$ cat config.mk
export PLATFORM = sky130hd
export DESIGN_NAME = fetch_unit_flat
export DESIGN_NICKNAME = d
export VERILOG_FILES = /design/src/rtl/fetch_unit_pkg.sv /design/src/rtl/fetch_unit_if.sv /design/src/rtl/fetch_unit_pc_next.sv /design/src/rtl/fetch_unit.sv /design/src/flat_wrapper.sv
export SDC_FILE = /design/constraint.sdc
export NUM_CORES = 1
export LEC_CHECK = 0
export ABC_CLOCK_PERIOD_IN_PS = 1550
export BUFFER_PORTS_ARGS = -buffer_cell sky130_fd_sc_hd__buf_2
export CAP_MARGIN = 20
export CORE_UTILIZATION = 50
export CTS_BUF_LIST = sky130_fd_sc_hd__clkbuf_8
export CTS_CLUSTER_SIZE = 14
export DETAILED_ROUTE_END_ITERATION = 8
export PLACE_DENSITY = 0.81
export SETUP_SLACK_MARGIN = 0.15
export SLEW_MARGIN = 10
export SYNTH_ARGS = -nofsm -noshare
export SYNTH_HDL_FRONTEND = slang
export SYNTH_HIERARCHICAL = 1
export SYNTH_SLANG_ARGS = --single-unit
$ cat constraint.sdc
create_clock -name clk -period 1.55 [get_ports clk]
set_input_delay 0.2325 -clock clk [delete_from_list [all_inputs] [get_ports clk]]
set_output_delay 0.2325 -clock clk [all_outputs]
set_load 0.02 [all_outputs]
$ cat src/rtl/fetch_unit_pkg.sv
// Shared definitions for the McCoy fetch stage: opcode map, FSM encoding, default widths.
package fetch_unit_pkg;

    localparam int DEF_PC_W    = 5;
    localparam int DEF_INSTR_W = 8;

    typedef enum logic [2:0] {
        OP_BEZ = 3'b000,
        OP_LI  = 3'b001,
        OP_ADD = 3'b011,
        OP_JA  = 3'b100,
        OP_LR  = 3'b101,
        OP_SR  = 3'b110,
        OP_NOT = 3'b111
    } opcode_e;

    typedef enum logic [1:0] {
        ST_IDLE  = 2'd0,
        ST_FETCH = 2'd1,
        ST_EXEC  = 2'd2
    } state_e;

endpackage

$ cat src/rtl/fetch_unit_if.sv
// Instruction-memory request/valid channel between the fetch unit (master) and memory (slave).
interface fetch_unit_if #(
    parameter int PC_W    = 5,
    parameter int INSTR_W = 8
) ();
    logic               mem_req;
    logic [PC_W-1:0]    mem_addr;
    logic [INSTR_W-1:0] mem_data;
    logic               mem_valid;

    modport master (output mem_req, output mem_addr, input  mem_data, input  mem_valid);
    modport slave  (input  mem_req, input  mem_addr, output mem_data, output mem_valid);
endinterface

$ cat src/rtl/fetch_unit_pc_next.sv
// Combinational next-PC select: jump, taken branch-if-zero, or sequential increment.
module fetch_unit_pc_next
    import fetch_unit_pkg::*;
#(
    parameter int PC_W = DEF_PC_W
) (
    input  logic [PC_W-1:0] pc,
    input  logic [PC_W-1:0] imm,
    input  logic            ja,
    input  logic            bez,
    input  logic            x8_zero,
    output logic [PC_W-1:0] next_pc
);

    always_comb begin
        next_pc = pc + PC_W'(1);
        if (ja || (bez && x8_zero)) next_pc = imm;
    end

endmodule

$ cat src/rtl/fetch_unit.sv
// Fetch/sequencing stage: PC, IR, retire counter and the IDLE/FETCH/EXEC control FSM.
module fetch_unit
    import fetch_unit_pkg::*;
#(
    parameter int PC_W    = DEF_PC_W,
    parameter int INSTR_W = DEF_INSTR_W
) (
    input  logic            clk,
    input  logic            rst_n,
    input  logic            run,
    fetch_unit_if.master    mem,
    output logic [2:0]      opcode,
    output logic [4:0]      imm,
    output logic            exec_en,
    input  logic            ja,
    input  logic            bez,
    input  logic            x8_zero,
    output logic [PC_W-1:0] pc,
    output logic [7:0]      retired
);

    state_e             state_q, state_d;
    logic [PC_W-1:0]    pc_q, pc_d;
    logic [INSTR_W-1:0] ir_q, ir_d;
    logic [7:0]         retired_q, retired_d;
    logic [PC_W-1:0]    next_pc;

    fetch_unit_pc_next #(.PC_W(PC_W)) u_pc_next (
        .pc      (pc_q),
        .imm     (PC_W'(ir_q[4:0])),
        .ja      (ja),
        .bez     (bez),
        .x8_zero (x8_zero),
        .next_pc (next_pc)
    );

    // Request is decoded straight from the state flop so async reset drops it at once.
    assign mem.mem_req  = (state_q == ST_FETCH);
    assign mem.mem_addr = pc_q;
    assign opcode       = ir_q[7:5];
    assign imm          = ir_q[4:0];
    assign pc           = pc_q;
    assign retired      = retired_q;

    always_comb begin
        state_d   = state_q;
        pc_d      = pc_q;
        ir_d      = ir_q;
        retired_d = retired_q;
        exec_en   = 1'b0;
        case (state_q)
            ST_IDLE: begin
                if (run) state_d = ST_FETCH;
            end
            ST_FETCH: begin
                if (mem.mem_valid) begin
                    ir_d    = mem.mem_data;
                    state_d = ST_EXEC;
                end
            end
            ST_EXEC: begin
                exec_en   = 1'b1;
                pc_d      = next_pc;
                retired_d = retired_q + 8'd1;
                state_d   = run ? ST_FETCH : ST_IDLE;
            end
            default: state_d = ST_IDLE;
        endcase
    end

    always_ff @(posedge clk or negedge rst_n) begin
        if (!rst_n) begin
            state_q   <= ST_IDLE;
            pc_q      <= '0;
            ir_q      <= '0;
            retired_q <= '0;
        end else begin
            state_q   <= state_d;
            pc_q      <= pc_d;
            ir_q      <= ir_d;
            retired_q <= retired_d;
        end
    end

endmodule

$ cat src/flat_wrapper.sv
// flat-port wrapper written by rule: the top's interface ports become plain ports
module fetch_unit_flat import fetch_unit_pkg::*;
#(
    parameter int PC_W    = DEF_PC_W,
    parameter int INSTR_W = DEF_INSTR_W
)
  (clk, rst_n, run, opcode, imm, exec_en, ja, bez, x8_zero, pc, retired, mem_mem_req, mem_mem_addr, mem_mem_data, mem_mem_valid);
  fetch_unit_if #(.PC_W(PC_W), .INSTR_W(INSTR_W)) mem_i ();
  input  logic clk;
  input  logic rst_n;
  input  logic run;
  output logic [2:0] opcode;
  output logic [4:0] imm;
  output logic exec_en;
  input  logic ja;
  input  logic bez;
  input  logic x8_zero;
  output logic [PC_W-1:0] pc;
  output logic [7:0] retired;
  output wire logic [$bits(mem_i.mem_req)-1:0] mem_mem_req;
  output wire logic [$bits(mem_i.mem_addr)-1:0] mem_mem_addr;
  input wire logic [$bits(mem_i.mem_data)-1:0] mem_mem_data;
  input wire logic [$bits(mem_i.mem_valid)-1:0] mem_mem_valid;
  assign mem_mem_req = mem_i.mem_req;
  assign mem_mem_addr = mem_i.mem_addr;
  assign mem_i.mem_data = mem_mem_data;
  assign mem_i.mem_valid = mem_mem_valid;
  fetch_unit #(.PC_W(PC_W), .INSTR_W(INSTR_W)) u_core (.clk(clk), .rst_n(rst_n), .run(run), .mem(mem_i), .opcode(opcode), .imm(imm), .exec_en(exec_en), .ja(ja), .bez(bez), .x8_zero(x8_zero), .pc(pc), .retired(retired));
endmodule
* Yosys cells after proc, flatten, opt, wreduce, memory -nomap -nowiden
Cells that the tools add are included.
Operators by class: add/subtract/negate cells 2, eq/ne operators 4, mux-type cells 6, reductions and logical operators 5
Operators with widths (number):
- 8-bit by 1-bit adder with 8-bit output (second input constant) | 1
- 2-bit one-hot mux with 3 select lines | 1
- 5-bit by 1-bit adder with 5-bit output (second input constant) | 1
- 5-bit two-way mux | 1
- 2-bit two-way mux | 2
- 2-bit AND reduction | 2
- 2-bit by 1-bit == test with 1-bit output (second input constant) | 1
- 2-bit == test (second input constant) | 1
- 2-bit logical NOT | 1
- 1-bit two-way mux | 2
- 2-bit by 1-bit != test with 1-bit output (second input constant) | 1
- 2-bit != test (second input constant) | 1
- 1-bit logical AND | 1
- 1-bit logical OR | 1
Word-level totals: flip-flop bits (word level) 23, input port bits 15, logic and storage cells 21

* Longest topological paths before layout
word-level depth 3, mapped depth 6, gate-level depth less buffers 6

* Modules after synthesis
The synthesis kept the hierarchy.
By module, submodules not included:
- fetch_unit | times used 1, cells an instance 78, area each 1024.7 um2
- fetch_unit_pc_next | times used 1, cells an instance 16, area each 120.1 um2

* Least setup slack after synthesis
Ideal clock, no wire load.
path kind reg2reg, start register u_core.pc_q[0] (netlist: u_core/mem.mem_addr[0]), end register u_core.pc_q[4] (netlist: u_core/mem.mem_addr[4]), arrival time 1.195 ns, slack 0.289 ns, cell stages (with the launch flop) 7, path buffers 0, period minus slack after synthesis 1.261 ns, cell sequence dfrtp_1 > ha_1 > nand3_1 > xor2_1 > a21oi_1 > nand2_1 > nand2_1
Between the ends: longest elaborated chain between the ends 2
RTL lines:
- start: declaration | RTL line fetch_unit.sv:23 | logic [PC_W-1:0] pc_q, pc_d;
- start signal: assignment | RTL line fetch_unit.sv:79 | pc_q <= pc_d;
- 5-bit by 1-bit adder with 5-bit output | RTL line fetch_unit_pc_next.sv:16 | next_pc = pc + PC_W'(1);
- 5-bit two-way mux | RTL line fetch_unit_pc_next.sv:17 | if (ja || (bez && x8_zero)) next_pc = imm;
- via u_core.next_pc[4] | RTL line fetch_unit.sv:26 | logic [PC_W-1:0] next_pc;
The timed path passes the listed nets, and every way through them passes these cells. A chain may end at the register's enable or synchronous reset.

* Worst setup path after layout
start register u_core.state_q[0], end output port exec_en
Between the ends: longest elaborated chain between the ends 2
RTL lines:
- start: declaration | RTL line fetch_unit.sv:22 | state_e state_q, state_d;
- start signal: assignment | RTL line fetch_unit.sv:78 | state_q <= state_d;
- 2-bit == test | RTL line fetch_unit.sv:51 | case (state_q)
- 1-bit two-way mux | RTL line fetch_unit.sv:51
- end: declaration | RTL line flat_wrapper.sv:14 | output logic exec_en;
Every way passes these cells.

==> impl_metrics.py <==
metrics = {
    "status": {
        "status": "finished clean",
    },
    "sta": {
        "timing.hold.ws_ns": 0.193,
        "fin_skew_ns": 0.00235,
        "worstMarginPinSlew_ns": 0.506,
        "setup_tns_ns": 0,
        "drv_slew": 0,
        "rsz0062_at_grt": "no",
        "setup_viol": 0,
        "fin_crit_ns": 1.34,
        "hold_viol": 0,
        "relSlewSlack_pct": 66.3,
        "fmax_ghz": 0.744,
        "period_share_pct": 86.7,
    },
    "floorplanning": {
        "core-area_um2": 2060,
        "dieArea_um2": 2490,
        "die_x_um": 49.9,
        "chipHeight_um": 49.9,
        "initial_core_util_pct": 55.5,
        "rows": 16,
        "ios": 43,
    },
    "place": {
        "port_buffers": 42,
        "place.gp.congestion": 0.860,
        "dp_hpwl_um": 1510,
        "place_inst": 158,
    },
    "detailed_routing": {
        "vias_per_cell": 4.97,
        "routed_wirelength_um": 2050,
        "m1WireLength_um": 905,
        "top_layer": "met4",
        "vias": 815,
        "first_iter_violations": 16,
        "drtAntennaViolNets": 0,
        "wl_met2_um": 1000,
        "wl_per_cell_um": 12.5,
        "firstDrtPassIters": 4,
        "drc": 0,
        "wl_met3_um": 115,
    },
    "clock_network": {
        "root_buffer": "clkbuf_8",
        "clk_path_buf_depth": 2,
        "clk_pin_slew_ns": 0.08,
        "cts_tree": "built",
        "insertion_delay_ns": 0.26,
        "htreeDepth": 1,
        "cts_sinks": 23,
        "cts_buffers": 3,
    },
    "cells_and_area": {
        "nNetsFinal": 155,
        "area_delta_synth_final_pct": 24.0,
        "final_util_pct": 68.9,
        "stdcell_count": 164,
        "nFillCells": 160,
        "diodes": 0,
        "layout-drive-gt1-share_pct": 48.9,
    },
    "synthesis": {
        "synthesis.area_um2": 1140,
        "ys_seq_area_share_pct": 50.3,
        "syn_inst": 94,
        "synth.avg_cell_area_um2": 12.2,
        "synth_fp_nets": 111,
        "synth_top_area_cell": "dfrtp_1",
        "ys_ff_latch": 23,
        "ys_types": 23,
        "yosys-top-cells-area": "dfrtp_1, mux2_4, nand2_1",
        "synth_warnings": 6,
        "netlist.area_leader.share_pct": 50.3,
    },
    "pwr": {
        "finalPower_mw": 2.40,
        "power.leakage_nw": 0.780,
        "ir_drop_uv": 932,
        "power_density_nw_per_um2": 1690,
    },
    "setup_path": {
        "crit_path_end_kind": "output pin",
        "r2r-end": "u_core/mem.mem_addr[4]$_DFFE_PN0N_",
        "cp.required_ns": 1.32,
        "reg2reg_from": "u_core/mem.mem_addr[0]$_DFFE_PN0N_",
        "critPathLaunchType": "flip-flop",
        "cp.arrival_ns": 1.11,
        "path_max_fanout": 10,
        "ff2ff_path_depth": 6,
        "critPathKind": "reg -> out",
        "reg2reg_setup_slack_ns": 0.27,
    },
    "global_routing": {
        "grt_max_degree": 24,
        "grt_use_total_pct": 19.1,
        "grt_pass1_vias": 771,
        "grt_overflow": 0,
        "grt_pass1_wl_um": 3550,
        "antenna_found_initial": 0,
    },
    "worst_hold_path": {
        "hp-class": "in -> reg",
        "whs_endpoint": "u_core/ir_q[3]$_DFFE_PN0P_",
        "min_delay_path_depth": 2,
        "hold_start": "mem_mem_data[3]",
    },
    "job": {
        "maxCapViolCount": 0,
    },
}
per-layer routing:
metal | vias up | global-route usage, %
met4 | 0 | 8.10
li1 | 391 | -
met2 | 33 | 32.0
met3 | 4 | 3.70
met5 | - | 0
met1 | 387 | 23.8
synthesized netlist by cell type, drive strengths merged:
cell and number:
nand4 3, mux2 10, buf 6, xnor2 8, nand2b 1, nand3 2
nand2 22, nor2 4, and3 1, inv 3, mux2i 1, dfrtp 23
and4b 1, xor2 2, a21oi 4, nor2b 1, ha 2
critical path, stage by stage, from the launching register on:
cell,delay (ns)
dfrtp_1,0.41
nand2b_4,0.18
inv_8,0.09
buf_2,0.17
per-stage QoR:
step                setup slack [ns]  instance area (µm²)
global route                   0.154                 1420
global placement               0.381                 1350
finish                         0.206                 1420
floorplan                      0.289                 1140
detailed placement             0.301                 1350
CTS                            0.191                 1410
report_power, final:
part           internal [mW]  switching (mW)
logic                  0.438           0.591
registers              0.779           0.213
clock network          0.179           0.195
flip-flops by register name, summed over array words and instances (netlist names):
signal and flops:
u_core/state_q 2, u_core/mem.mem_addr 5, u_core/retired 8, u_core/ir_q 8
cells by family (layout without fill, tap and decap cells):
kind of cell	count (synthesis)	after routing	synth area share, %
buffers and inverters	9	52	5.90
AND/OR/NAND/NOR	35	35	17.6
AO/OA/AOI/OAI	4	4	2.73
multiplexers	11	11	13.7
XOR/XNOR	10	10	7.65
adder cells (fa/ha/maj)	2	2	2.19
flip-flops	23	23	50.3
cell usage in the layout, fill, tap and decap left out, drive strengths merged, types with 2 or more instances in the layout:
master  instances
mux2           10
xor2            2
xnor2           8
nand3           2
clkbuf          3
inv             3
nand2          22
nor2            4
dfrtp          23
buf            44
nand4           3
ha              2
a21oi           4
final cells by class:
class	instances	area (µm²)	share of cell area [%]
clock buffers	3	41.3	2.91
flip-flops and latches	23	577	40.6
multi-input cells	62	509	35.9
repair buffers	45	235	16.6
inverters	3	18.8	1.32
clock inverters	1	5.00	0.352
well taps	27	33.8	2.38
what timing repair did:
item,4_1_cts,5_1_grt
setup buffers,0,1
pin swaps,0,0
gates resized for setup,2,1
hold buffers,1,0
hold endpoints to repair,23,0
endpoints found under the setup margin,1,1
how the worst max path moves through the flow:
stage	slack (ns)	from	cells past startpoint	end
2_1_floorplan	0.29	u_core/mem.mem_addr[0]$_DFFE_PN0N_	6	u_core/mem.mem_addr[4]$_DFFE_PN0N_
3_3_place_gp	0.38	u_core/mem.mem_addr[0]$_DFFE_PN0N_	4	u_core/mem.mem_addr[1]$_DFFE_PN0N_
3_5_place_dp	0.30	u_core/mem.mem_addr[0]$_DFFE_PN0N_	6	u_core/mem.mem_addr[4]$_DFFE_PN0N_
4_1_cts	0.19	u_core/state_q[0]$_DFFE_PN0P_	3	exec_en
5_1_grt	0.15	u_core/state_q[0]$_DFFE_PN0P_	3	exec_en
6_report	0.21	u_core/state_q[0]$_DFFE_PN0P_	3	exec_en
Power figures use the tool's default switching activity.
